File: src/rtl/smi_rx_mux.sv
// smi_rx_mux: N-channel RX FIFO read-out multiplexer feeding the SMI byte path.
// A channel is chosen by fixed select or round-robin. One IQ word is pulled,
// serialised MSB-first into BYTE_W beats on valid/ready, and each beat is
// tagged with its source channel.
//
// state   | meaning
// --------+-----------------------------------------------------------------
// S_IDLE  | waiting for i_enable and an eligible, non-empty channel
// S_PULL  | read strobe to the selected FIFO for exactly one cycle
// S_LATCH | FIFO read data is valid; capture it into the shift register
// S_SEND  | present beats; leave after the last beat is accepted
module smi_rx_mux #(
    parameter int NUM_CH = 2,
    parameter int WORD_W = 32,
    parameter int BYTE_W = 8,
    parameter int CNT_W  = 16,
    localparam int CH_W  = (NUM_CH > 1) ? $clog2(NUM_CH) : 1
) (
    input  logic                     i_sys_clk,
    input  logic                     i_rst,
    input  logic                     i_enable,
    input  logic                     i_mode,
    input  logic [CH_W-1:0]          i_sel,
    input  logic [NUM_CH-1:0]        i_fifo_empty,
    output logic [NUM_CH-1:0]        o_fifo_pull,
    input  logic [NUM_CH*WORD_W-1:0] i_fifo_data,
    output logic [BYTE_W-1:0]        o_data,
    output logic                     o_valid,
    input  logic                     i_ready,
    output logic [CH_W-1:0]          o_chan,
    output logic                     o_first,
    output logic                     o_last,
    output logic                     o_busy,
    output logic                     o_sel_err,
    output logic [CNT_W-1:0]         o_word_cnt
);

    localparam int NBEATS = WORD_W / BYTE_W;
    localparam int BEAT_W = (NBEATS > 1) ? $clog2(NBEATS) : 1;
    localparam logic [BEAT_W-1:0] LAST_BEAT = BEAT_W'(NBEATS - 1);
    localparam logic [CH_W:0]     NUM_CH_X  = (CH_W+1)'(NUM_CH);
    localparam logic [CH_W-1:0]   MAX_CH    = CH_W'(NUM_CH - 1);

    typedef enum logic [1:0] {S_IDLE, S_PULL, S_LATCH, S_SEND} state_t;

    state_t              r_state;
    state_t              w_state_nxt;
    logic [NUM_CH-1:0]   r_pull;
    logic [WORD_W-1:0]   r_shift;
    logic [BEAT_W-1:0]   r_beat;
    logic                r_valid;
    logic                r_first;
    logic                r_last;
    logic                r_busy;
    logic [CH_W-1:0]     r_chan;
    logic [CH_W-1:0]     r_rr_ptr;
    logic [CNT_W-1:0]    r_word_cnt;

    logic                w_sel_ok;
    logic                w_fixed_ok;
    logic                w_rr_found;
    logic [CH_W-1:0]     w_rr_ch;
    logic [CH_W:0]       w_idx;
    logic [CH_W-1:0]     w_pick;
    logic                w_pick_ok;
    logic                w_start;
    logic [NUM_CH-1:0]   w_pull_hot;
    logic [WORD_W-1:0]   w_word;
    logic                w_accept;
    logic                w_last_acc;
    logic [CH_W-1:0]     w_rr_next;
    logic [BEAT_W-1:0]   w_beat_nxt;

    // The wide compare keeps i_sel range-checking correct for non power-of-two channel counts.
    assign w_sel_ok   = ({1'b0, i_sel} < NUM_CH_X);
    assign o_sel_err  = !i_mode && !w_sel_ok;
    assign w_fixed_ok = w_sel_ok && !i_fifo_empty[i_sel];

    // Round-robin search: first non-empty channel at or above the pointer, wrapping.
    always_comb begin
        w_rr_found = 1'b0;
        w_rr_ch    = '0;
        w_idx      = '0;
        for (int i = 0; i < NUM_CH; i++) begin
            w_idx = {1'b0, r_rr_ptr} + (CH_W+1)'(i);
            if (w_idx >= NUM_CH_X) begin
                w_idx = w_idx - NUM_CH_X;
            end
            if (!w_rr_found && !i_fifo_empty[w_idx[CH_W-1:0]]) begin
                w_rr_found = 1'b1;
                w_rr_ch    = w_idx[CH_W-1:0];
            end
        end
    end

    assign w_pick     = i_mode ? w_rr_ch : i_sel;
    assign w_pick_ok  = i_mode ? w_rr_found : w_fixed_ok;
    assign w_start    = i_enable && w_pick_ok;
    assign w_pull_hot = NUM_CH'(1) << w_pick;
    assign w_accept   = r_valid && i_ready;
    assign w_last_acc = w_accept && r_last;
    assign w_rr_next  = (r_chan == MAX_CH) ? '0 : r_chan + 1'b1;
    assign w_beat_nxt = r_beat + 1'b1;

    // Select the FIFO read-data slice of the latched channel.
    always_comb begin
        w_word = '0;
        for (int k = 0; k < NUM_CH; k++) begin
            if (r_chan == CH_W'(k)) begin
                w_word = i_fifo_data[k*WORD_W +: WORD_W];
            end
        end
    end

    // State register.
    always_ff @(posedge i_sys_clk or posedge i_rst) begin
        if (i_rst) begin
            r_state <= S_IDLE;
        end else begin
            r_state <= w_state_nxt;
        end
    end

    // Next-state logic; mode/select/enable only matter in S_IDLE so a word always completes.
    always_comb begin
        w_state_nxt = r_state;
        case (r_state)
            S_IDLE:  if (w_start) w_state_nxt = S_PULL;
            S_PULL:  w_state_nxt = S_LATCH;
            S_LATCH: w_state_nxt = S_SEND;
            S_SEND:  if (w_last_acc) w_state_nxt = S_IDLE;
            default: w_state_nxt = S_IDLE;
        endcase
    end

    // Registered datapath and outputs: pull strobe, shift register, beat flags, counters.
    always_ff @(posedge i_sys_clk or posedge i_rst) begin
        if (i_rst) begin
            r_pull     <= '0;
            r_shift    <= '0;
            r_beat     <= '0;
            r_valid    <= 1'b0;
            r_first    <= 1'b0;
            r_last     <= 1'b0;
            r_busy     <= 1'b0;
            r_chan     <= '0;
            r_rr_ptr   <= '0;
            r_word_cnt <= '0;
        end else begin
            r_pull <= '0;
            r_busy <= (w_state_nxt != S_IDLE);
            case (r_state)
                S_IDLE: begin
                    if (w_start) begin
                        r_chan <= w_pick;
                        r_pull <= w_pull_hot;
                    end
                end
                S_LATCH: begin
                    r_shift <= w_word;
                    r_beat  <= '0;
                    r_valid <= 1'b1;
                    r_first <= 1'b1;
                    r_last  <= (NBEATS == 1);
                end
                S_SEND: begin
                    if (w_accept) begin
                        r_shift <= r_shift << BYTE_W;
                        r_beat  <= w_beat_nxt;
                        r_first <= 1'b0;
                        r_last  <= (w_beat_nxt == LAST_BEAT);
                        if (r_last) begin
                            r_valid    <= 1'b0;
                            r_last     <= 1'b0;
                            r_beat     <= '0;
                            r_word_cnt <= r_word_cnt + 1'b1;
                            r_rr_ptr   <= w_rr_next;
                        end
                    end
                end
                default: ;
            endcase
        end
    end

    assign o_fifo_pull = r_pull;
    assign o_data      = r_shift[WORD_W-1 -: BYTE_W];
    assign o_valid     = r_valid;
    assign o_chan      = r_chan;
    assign o_first     = r_first;
    assign o_last      = r_last;
    assign o_busy      = r_busy;
    assign o_word_cnt  = r_word_cnt;

endmodule

File: config.mk
export PLATFORM = sky130hd
export DESIGN_NAME = smi_rx_mux
export DESIGN_NICKNAME = d
export VERILOG_FILES = /design/src/rtl/smi_rx_mux.sv
export SDC_FILE = /design/constraint.sdc
export NUM_CORES = 1
export LEC_CHECK = 0
export CAP_MARGIN = 20
export CORE_UTILIZATION = 50
export DETAILED_ROUTE_END_ITERATION = 6
export GPL_ROUTABILITY_DRIVEN = 0
export HOLD_SLACK_MARGIN = 0.03
export PLACE_DENSITY = 0.86
export SYNTH_ARGS = -nofsm -noshare
export SYNTH_HDL_FRONTEND = slang
export SYNTH_SLANG_ARGS = --single-unit
File: constraint.sdc
create_clock -name i_sys_clk -period 4.5 [get_ports i_sys_clk]
set_input_delay 0.45 -clock i_sys_clk [delete_from_list [all_inputs] [get_ports i_sys_clk]]
set_output_delay 0.45 -clock i_sys_clk [all_outputs]
set_load 0.005 [all_outputs]
==> results by group, run 1 <==
Floorplan
  • Initial core utilization: 52.76%
  • Die area: 6681 sq um
  • Die X-Extent: 81.74 um
  • Row count: 28
  • DIE HEIGHT: about 80 um
  • Core area: 6026 sq um
  • I/O pins: about 100

Clock network
  • CTS buffer count: 9
  • Post-CTS Resized: 0
  • Root Driver: clkbuf_8
  • Postcts setup bufs: 0
  • CTS clk-pin slew, worst paths: about 0.06 ns
  • CTS tree: done
  • Clock Latency Late Sink: roughly 0.33 ns
  • Bufs on Longest Clock Path: 2
  • # H-tree levels: 3
  • Clk sinks: 60
  • Hold buffer count at cts: 0

Cells and area
  • Antenna Cells: 0
  • Final cell count without fillers: 474
  • # nets final: around 470
  • Area growth from synthesis to layout: 35.18%
  • Layout cell share with drive strength beyond 1: 8.020%

Synth
  • Leading area contributor after synthesis: dfrtp_1
  • Simple-Gate Fraction of Synth Area: 14.92%
  • Synth Area in Adders: 0.7871%
  • EDFF count, synth: 0
  • Cell variety after synth: 41
  • Sequential share of the synthesized area: 47.23%
  • Gate count of the mapped netlist: 309
  • Post-synth ARST share: 100.0%
  • Xor and xnor area share after synthesis: 4.132%
  • Yosys top cell area share: 47.23%
  • Syn_nets: between 300 and 400
  • Most used DFF post-synth: dfrtp_1
  • Largest cells by area after synthesis: dfrtp_1 (47%), mux2i_1 (8.5%), a2bb2oi_1 (6.6%)
  • Synthesis-stage register bit count: 60
  • Compound-Gate Fraction of Synth Area: around 16%
  • Syn. warnings: 0
  • Mux cell area share after synthesis: 10.98%
  • Largest family of logic cells by synthesized area: compound AO/OA/AOI/OAI gates
  • Mapped Area: approximately 3200 sq um
  • Avg Cell Area, Syn: 10.29 sq um

Setup path
  • Critical path class: register to primary output
  • CP required: around 4 ns
  • CP max-delay cell: dfrtp_2
  • Slowest cell delay on critical path: 0.99 ns
  • Setup crit end kind: primary output
  • Critical path's top delay family: flip-flops
  • Worst Path Buf+Inv: 1
  • Sequence of cells on the critical path: clkdlybuf4s50_1
  • WP data arrival: 1.98 ns
  • Crit path max fanout: 35
  • Startpoint types: register

Route
  • Final ANT Viol Nets: 0
  • DRT iter0 DRCs: roughly 130
  • Routed len/inst: 15.07 um
  • Drt drc: 0
  • Via total after detailed routing: 2593
  • Vias per cell: 5.470
  • Drt total wl: approximately 7.1 mm
  • DRT Pass-1 Iters: 4

Place
  • DPL Wire Length: 4.911 mm
  • Port Buffer Count: 102
  • Placed cells: 459

Timing
  • Unrepaired setup endpoints after global routing: no
  • Final period util: between 50 and 60%
  • Max Freq: 411.2 MHz
  • Worst slew pin tran: 0.9993 ns
  • Final Critical Period: around 2.4 ns
  • Clk_skew: about 0.0041 ns
  • Final Hold Vio Count: 0
  • Worst rel slew slack: between 30% and 40%
  • Final setup TNS: 0 ns
  • Slew Limit Fails: 0
  • Final setup fails: 0

Hold path
  • Worst hold path type: primary input to asynchronous set/reset pin

Global routing
  • Number of global-route vias before repair: between 2000 and 2500
  • GRT Total Usage: 22.88%
  • First-pass GRT wire length: 11.36 mm
  • Largest net degree at the start of global routing: 63
  • Remaining global-route overflow: 0
  • Initial antenna violation count: 0

Flow run
  • Max Cap Viol: 0

Power and ir drop
  • Worst VDD drop: 0.0004446 V
  • P_leak: 1.999 nW
  • Power per cell area: approximately 500 nW/um^2

Outcome
  • Outcome: finished clean
metrics by stage:
stage               setup WS, ns  util (%)  cell area, sq um  hold slack (ns)  power, mW
global route               1.968     71.32              4298           0.5195      2.324
finish                     2.068     71.32              4298           0.4641      2.173
CTS                        2.032     71.32              4298           0.4811      2.187
global placement           2.130     68.52              4129           0.4627      1.714
floorplan                  2.565         -              3179           0.4510      1.533
detailed placement         2.085     68.52              4129           0.4752      1.759
final cells by class:
type,count,area [sq um]
Sequential cell,60,1503
Clock inverter,2,10.01
Tap cell,75,93.84
Fill cell,460,1728
Timing Repair Buffer,103,1028
Clock buffer,13,158.9
Inverter,5,18.77
Multi-Input combinational cell,216,1485
flip-flops by register name, summed over array words and instances, names as in the netlist:
name / cells
o_busy: 1
o_fifo_pull: 2
o_chan: 1
o_last: 1
r_shift: 32
o_valid: 1
o_first: 1
r_rr_ptr: 1
o_word_cnt: 16
r_beat: 2
r_state: 2
cell usage after synthesis (5+ instances only):
cell and n:
a2bb2oi_1 24, xor2_1 5, mux2_2 7, buf_4 11, nand2_1 36, xnor2_1 10, nand3_1 7, nor2_1 32
a32o_1 5, mux2i_1 27, o21ai_0 9, o21ai_1 17, buf_2 11, dfrtp_1 60
placed cells by master (no fill, tap or decap), drive strengths merged, types with 5 or more instances in the layout:
cell and n:
inv 5, nor2 33, clkdlybuf4s50 102, clkbuf 13, a2bb2oi 24, dfrtp 60, mux2 7, nand3 7
nand2 37, mux2i 27, o21ai 26, xor2 5, xnor2 10, a32o 5
worst paths after layout:
path / startpoint / endpoint / slack [ns] / cells past startpoint
setup / recovery: o_chan$_DFFE_PP0P_ / o_chan / 2.07 / 1
hold reg to reg: r_shift[27]$_DFFE_PP0P_ / r_shift[27]$_DFFE_PP0P_ / 0.48 / 2
max in group asynchronous: i_rst / o_chan$_DFFE_PP0P_ / 3.17 / 3
setup reg to reg: r_state[1]$_DFF_PP0_ / r_shift[10]$_DFFE_PP0P_ / 2.54 / 4
hold / removal: i_rst / r_shift[11]$_DFFE_PP0P_ / 0.46 / 2
min in group i_sys_clk: r_shift[27]$_DFFE_PP0P_ / r_shift[27]$_DFFE_PP0P_ / 0.48 / 2
routing by layer:
layer | up-vias | GRT usage (%) | routed length [um]
met1 | 1240 | 27.69 | 3102
met5 | - | 0 | 0
met2 | 81 | 38.68 | 3459
met3 | 14 | 4.333 | 455
li1 | 1258 | - | -
met4 | 0 | 11.75 | 125
report_power, final:
group          total, mW  switching [mW]  leakage [nW]  internal, mW
Clock              0.424           0.198        0.0893         0.225
Combinational      0.881           0.408          1.13         0.473
Sequential         0.869           0.173         0.782         0.695
Total               2.17           0.780          2.00          1.39
kinds of logic (layout without fill, tap and decap cells):
family | count (synthesis) | count (layout)
compound gates | 69 | 69
flops | 60 | 60
other cells | 1 | 1
mux | 34 | 34
fa+ha+maj | 2 | 2
simple gates | 95 | 95
xor+xnor | 15 | 15
buf+inv | 33 | 123
No activity file was read; power rests on OpenSTA's default activity.
==> run 2: changes to the inputs <==
--- a/config.mk
+++ b/config.mk
@@ -6,11 +6,11 @@
 export NUM_CORES = 1
 export LEC_CHECK = 0
 export CAP_MARGIN = 20
-export CORE_UTILIZATION = 50
+export CORE_UTILIZATION = 42
 export DETAILED_ROUTE_END_ITERATION = 6
 export GPL_ROUTABILITY_DRIVEN = 0
 export HOLD_SLACK_MARGIN = 0.03
-export PLACE_DENSITY = 0.86
+export PLACE_DENSITY = 0.77
 export SYNTH_ARGS = -nofsm -noshare
 export SYNTH_HDL_FRONTEND = slang
 export SYNTH_SLANG_ARGS = --single-unit
==> constraint.sdc (replaced) <==
create_clock -name i_sys_clk -period 2.2 [get_ports i_sys_clk]
set_input_delay 0.22 -clock i_sys_clk [delete_from_list [all_inputs] [get_ports i_sys_clk]]
set_output_delay 0.22 -clock i_sys_clk [all_outputs]
set_load 0.005 [all_outputs]
==> results by group, run 2 (same netlist as run 1, synthesis figures left out) <==
Setup path
  • CP max-delay cell: clkdlybuf4s50_1
  • Startpoint types: register
  • CP required: 1.98 ns (-2.07 ns)
  • Setup crit end kind: primary output
  • Critical path class: register to primary output
  • R2r setup slk: 0.41 ns (-2.13 ns)
  • Worst Path Buf+Inv: 2 (+1)
  • Crit path max fanout: 25 (-29%)
  • Critical path's top delay family: buffers and inverters
  • Sequence of cells on the critical path: buf_4, clkdlybuf4s50_1
  • WP data arrival: 1.62 ns (-0.36 ns)
  • Slowest cell delay on critical path: 0.58 ns (-0.41 ns)

Route
  • Final ANT Viol Nets: 0 (unchanged)
  • DR WL met2: 3.290 mm (-4.9%)
  • Drt drc: 0 (unchanged)
  • M1 WL: 3.277 mm (+5.6%)
  • Drt total wl: 7.155 mm (+0.18%)
  • Via total after detailed routing: 2561 (-1.2%)
  • DRT iter0 DRCs: 99 (-21%)
  • Vias per cell: 5.041 (-7.8%)
  • Top Layer Used: met4
  • Metal3 WL: 465 um (+2.2%)
  • DRT Pass-1 Iters: 6 (+2)
  • Routed len/inst: 14.08 um (-6.5%)

Clock network
  • CTS buffer count: 9 (unchanged)
  • Root Driver: clkbuf_8
  • Clock Latency Late Sink: 0.34 ns (about the same)
  • CTS tree: done
  • Postcts setup bufs: 0 (unchanged)
  • # H-tree levels: 3 (unchanged)
  • Clk sinks: 60 (unchanged)
  • Bufs on Longest Clock Path: 2 (unchanged)
  • Hold buffer count at cts: 0 (unchanged)
  • Post-CTS Resized: 0 (unchanged)
  • CTS clk-pin slew, worst paths: 0.07 ns (about the same)

Floorplan
  • Die area: 7922 sq um (+19%)
  • Row count: 31 (+11%)
  • Initial core utilization: 43.60% (-9.2 points)
  • I/O pins: 104 (unchanged)
  • DIE HEIGHT: 89.01 um (+8.9%)
  • Die X-Extent: 89.01 um (+8.9%)
  • Core area: 7292 sq um (+21%)

Timing
  • Final setup TNS: 0 ns (unchanged)
  • Final period util: 83.56%
  • Slew Limit Fails: 0 (unchanged)
  • Worst rel slew slack: 32.35% (-1.0 points)
  • Worst slew pin tran: 1.015 ns (+0.01539 ns)
  • Unrepaired setup endpoints after global routing: no
  • Clk_skew: 0.006746 ns (+0.002695 ns)
  • Max Freq: 544.0 MHz
  • Final setup fails: 0 (unchanged)
  • Final Hold Vio Count: 0 (unchanged)
  • Final Critical Period: 1.838 ns

Cells and area
  • Area growth from synthesis to layout: 39.71%
  • Layout cell share with drive strength beyond 1: 10.51% (+2.5 points)
  • Largest register FFs: 32 (unchanged)
  • # nets final: 478 (+1.9%)
  • Largest Register: r_shift
  • Commonest non-fill, non-tap cell in the layout: clkdlybuf4s50_1
  • Most frequent cells in the layout: clkdlybuf4s50_1 (102), dfrtp_1 (59), nand2_1 (36)
  • Antenna Cells: 0 (unchanged)
  • Final instance area: 4442 sq um (+3.3%)

Global routing
  • Number of global-route vias before repair: 2442 (-2.2%)
  • Largest net degree at the start of global routing: 63 (unchanged)
  • Remaining global-route overflow: 0 (unchanged)
  • First-pass GRT wire length: 11.42 mm (+0.55%)
  • Initial antenna violation count: 0 (unchanged)
  • GRT Total Usage: 19.27% (-3.6 points)

Outcome
  • Outcome: finished clean

Power and ir drop
  • Sw Share: 34.71% (-1.2 points)
  • P_leak: 2.058 nW (+2.9%)
  • Clk pwr share: 21.6% (+2.1 points)
  • NetSw: 1.607 mW (+110%)
  • Reg power frac: 36.2% (-3.8 points)
  • Internal power: 3.023 mW (+120%)
  • Combinational share of power: 42.2% (+1.7 points)
  • Worst VDD drop: 0.0005744 V (+29%)
  • Power per cell area: 1042 nW/um^2 (+110%)

Hold path
  • Worst hold path type: primary input to asynchronous set/reset pin

Flow run
  • Max Cap Viol: 0 (unchanged)

Place
  • DPL Wire Length: 5.128 mm (+4.4%)
  • Placed cell areas: 4239 sq um (+2.7%)
  • Port Buffer Count: 102 (unchanged)
## run 2: worst reg2reg max path: stages, from the launching register on
cell     delay (ns)
dfrtp_1        0.42
nand2_1        0.11
a21o_2         0.81
nor3_1         0.13
a21o_2         0.22
## run 2: worst paths after layout
check | from | to | depth (start not counted)
max in group asynchronous | i_rst | o_chan$_DFFE_PP0P_ | 3
worst min register to register | r_shift[24]$_DFFE_PP0P_ | r_shift[24]$_DFFE_PP0P_ | 2
worst min-delay path | i_rst | o_word_cnt[11]$_DFFE_PP0P_ | 2
min in group i_sys_clk | r_shift[24]$_DFFE_PP0P_ | r_shift[24]$_DFFE_PP0P_ | 2
worst max register to register | o_valid$_DFFE_PP0P_ | o_last$_DFFE_PP0P_ | 4
worst max-delay path | o_chan$_DFFE_PP0P_ | o_chan | 2
## run 2: final cells by class
class	count	area [sq um]
inverters	5	18.77
fillers	622	2850
multi-input cells	216	1485
repair buffers	112	1109
flip-flops and latches	60	1503
clock buffers	12	155.1
clock inverters	4	47.55
well taps	99	123.9
## run 2: per-stage QoR
step / power [mW] / utilization (%) / cells / setup slack (ns) / hold slack [ns]
finish: 4.629 / 60.91 / 508 / 0.3616 / 0.1721
global route: 4.967 / 60.91 / 508 / 0.2604 / 0.2085
CTS: 4.679 / 60.91 / 508 / 0.3186 / 0.1736
detailed placement: 3.665 / 58.13 / 492 / 0.1444 / 0.4622
global placement: 3.584 / 58.13 / 492 / 0.1767 / 0.4632
floorplan: 3.135 / - / 309 / 0.4953 / 0.3296
## run 2: routing by layer
| layer | vias to the layer above | GRT usage, % |
|---|---|---|
| met5 | - | 0 |
| met4 | 0 | 9.091 |
| met3 | 10 | 4.063 |
| met2 | 85 | 31.82 |
| met1 | 1183 | 24.36 |
| li1 | 1283 | - |
## run 2: power groups by stage
| stage | Combinational, mW | Sequential [mW] | Clock [mW] |
|---|---|---|---|
| final | 1.95 | 1.67 | 1.00 |
| after global routing | 2.18 | 1.72 | 1.07 |
| after CTS | 1.98 | 1.68 | 1.03 |
| after detailed placement | 1.97 | 1.69 | 0 |
| after global placement | 1.91 | 1.67 | 0 |
| after floorplan | 1.50 | 1.64 | 0 |
==> run 3: changes to the inputs <==
--- a/config.mk
+++ b/config.mk
@@ -6,11 +6,11 @@
 export NUM_CORES = 1
 export LEC_CHECK = 0
 export CAP_MARGIN = 20
-export CORE_UTILIZATION = 42
+export CORE_UTILIZATION = 46
 export DETAILED_ROUTE_END_ITERATION = 6
 export GPL_ROUTABILITY_DRIVEN = 0
 export HOLD_SLACK_MARGIN = 0.03
-export PLACE_DENSITY = 0.77
+export PLACE_DENSITY = 0.8
 export SYNTH_ARGS = -nofsm -noshare
 export SYNTH_HDL_FRONTEND = slang
 export SYNTH_SLANG_ARGS = --single-unit
==> constraint.sdc (replaced) <==
create_clock -name i_sys_clk -period 1.8 [get_ports i_sys_clk]
set_input_delay 0.18 -clock i_sys_clk [delete_from_list [all_inputs] [get_ports i_sys_clk]]
set_output_delay 0.18 -clock i_sys_clk [all_outputs]
set_load 0.005 [all_outputs]
==> results by group, run 3 (same netlist as run 1, synthesis figures left out) <==
Power and ir drop
  • Worst VDD drop: 0.0007866 V (+37%)
  • P_leak: 2.075 nW (+0.86%)
  • Power per cell area: 1285 nW/um^2 (+23%)

Setup path
  • Setup crit end kind: primary output
  • Critical path class: register to primary output
  • R2r setup slk: 0.22 ns (-0.19 ns)
  • CP required: 1.62 ns (-0.36 ns)
  • Startpoint types: register
  • Crit path max fanout: 23 (-8.0%)
  • WP data arrival: 1.44 ns (-0.18 ns)

Clock network
  • Clk sinks: 60 (unchanged)
  • # H-tree levels: 3 (unchanged)
  • CTS buffer count: 9 (unchanged)
  • Root Driver: clkbuf_8
  • CTS tree: done
  • Postcts setup bufs: 0 (unchanged)
  • Clock Latency Late Sink: 0.33 ns (about the same)
  • Post-CTS Resized: 0 (unchanged)
  • CTS clk-pin slew, worst paths: 0.06 ns (about the same)
  • Hold buffer count at cts: 0 (unchanged)
  • Bufs on Longest Clock Path: 2 (unchanged)

Timing
  • Final setup fails: 0 (unchanged)
  • Unrepaired setup endpoints after global routing: no
  • Final Critical Period: approximately 1.6 ns
  • Max Freq: 617.3 MHz
  • Final setup TNS: 0 ns (unchanged)
  • Final period util: 90.00%
  • Clk_skew: 0.007778 ns (+0.001033 ns)
  • Slew Limit Fails: 0 (unchanged)
  • Final Hold Vio Count: 0 (unchanged)

Route
  • Routed len/inst: 14.89 um (+5.7%)
  • Vias per cell: 5.319 (+5.5%)
  • DRT iter0 DRCs: 114 (+15%)
  • DRT Pass-1 Iters: 4 (-2)
  • Via total after detailed routing: 2585 (+0.94%)
  • Drt drc: 0 (unchanged)
  • Final ANT Viol Nets: 0 (unchanged)
  • Drt total wl: 7.238 mm (+1.2%)

Floorplan
  • DIE HEIGHT: 85.14 um (-4.3%)
  • Initial core utilization: 48.95% (+5.4 points)
  • Die X-Extent: 85.14 um (-4.3%)
  • Die area: 7248 sq um (-8.5%)
  • Row count: 29 (-6.5%)
  • Core area: 6495 sq um (-11%)
  • I/O pins: 104 (unchanged)

Cells and area
  • Final instance area: 4456 sq um (+0.31%)
  • Fill count: 521 (-16%)
  • Antenna Cells: 0 (unchanged)
  • Largest Register: r_shift
  • Layout cell share with drive strength beyond 1: 10.02% (-0.49 points)
  • # nets final: 478 (unchanged)
  • Largest register FFs: 32 (unchanged)
  • Area growth from synthesis to layout: 40.14%
  • Footprint of the multi-input gates: 1485 sq um (unchanged)
  • Most frequent cells in the layout: clkdlybuf4s50_1 (102), dfrtp_1 (59), nand2_1 (36)
  • Commonest non-fill, non-tap cell in the layout: clkdlybuf4s50_1
  • Register area: 1503 sq um (unchanged)

Place
  • Port Buffer Count: 102 (unchanged)
  • DPL Wire Length: 5.196 mm (+1.3%)
  • Placed cell areas: 4274 sq um (+0.83%)

Global routing
  • Busiest grt layer: met2
  • GRT met1 Usage: 26.37% (+2.0 points)
  • Largest net degree at the start of global routing: 61 (-3.2%)
  • GRT Total Usage: 21.52% (+2.3 points)
  • M3 GR Usage: 5.350% (+1.3 points)
  • Number of global-route vias before repair: 2563 (+5.0%)
  • First-pass GRT wire length: 12.08 mm (+5.8%)
  • Met2 GRT Util: 36.22% (+4.4 points)
  • Remaining global-route overflow: 0 (unchanged)
  • Initial antenna violation count: 0 (unchanged)

Outcome
  • Outcome: finished clean

Flow run
  • Max Cap Viol: 0 (unchanged)

Hold path
  • Worst hold path type: primary input to asynchronous set/reset pin
-- run 3: power breakdown --
part / total, mW / switching (mW) / internal (mW)
clock: 1.10 / 0.492 / 0.612
combinational: 2.54 / 1.15 / 1.39
sequential: 2.08 / 0.342 / 1.74
-- run 3: final cells by class --
class / count / share of cell area (%)
Tap cell: 77 / 2.162
Clock inverter: 1 / 0.1123
Sequential cell: 60 / 33.73
Multi-Input combinational cell: 216 / 33.33
Clock buffer: 15 / 3.960
Timing Repair Buffer: 112 / 26.28
Inverter: 5 / 0.4212
-- run 3: through the flow --
step | util, % | setup WS, ns | hold slack [ns] | total power, mW | std cells
6_report | 68.60 | 0.1800 | 0.2262 | 5.724 | 486
5_1_grt | 68.60 | 0.1208 | 0.2524 | 6.141 | 486
4_1_cts | 68.60 | 0.1604 | 0.2337 | 5.784 | 486
3_5_place_dp | 65.81 | 0.04570 | 0.4711 | 4.662 | 470
3_3_place_gp | 65.81 | 0.1016 | 0.4609 | 4.574 | 470
2_1_floorplan | - | 0.1353 | 0.2896 | 3.832 | 309
-- run 3: worst paths after layout --
kind / start / end / depth (start not counted)
setup / recovery: o_chan$_DFFE_PP0P_ / o_chan / 2
hold / removal: i_rst / o_word_cnt[10]$_DFFE_PP0P_ / 3
setup reg to reg: r_state[0]$_DFF_PP0_ / r_shift[13]$_DFFE_PP0P_ / 5
hold reg to reg: r_shift[29]$_DFFE_PP0P_ / r_shift[29]$_DFFE_PP0P_ / 2
max in group asynchronous: i_rst / o_chan$_DFFE_PP0P_ / 3
min in group i_sys_clk: r_shift[29]$_DFFE_PP0P_ / r_shift[29]$_DFFE_PP0P_ / 2
-- run 3: per-layer routing --
metal	routed length [um]	part of all wire, %
met1	3103	43
met2	3527	49
met3	459	6.3
met4	147	2.0
met5	0	0
-- run 3: worst max-delay path: stages (launching register included) --
cell and delay [ns]:
dfrtp_2 0.38, buf_12 0.20, clkdlybuf4s50_1 0.53
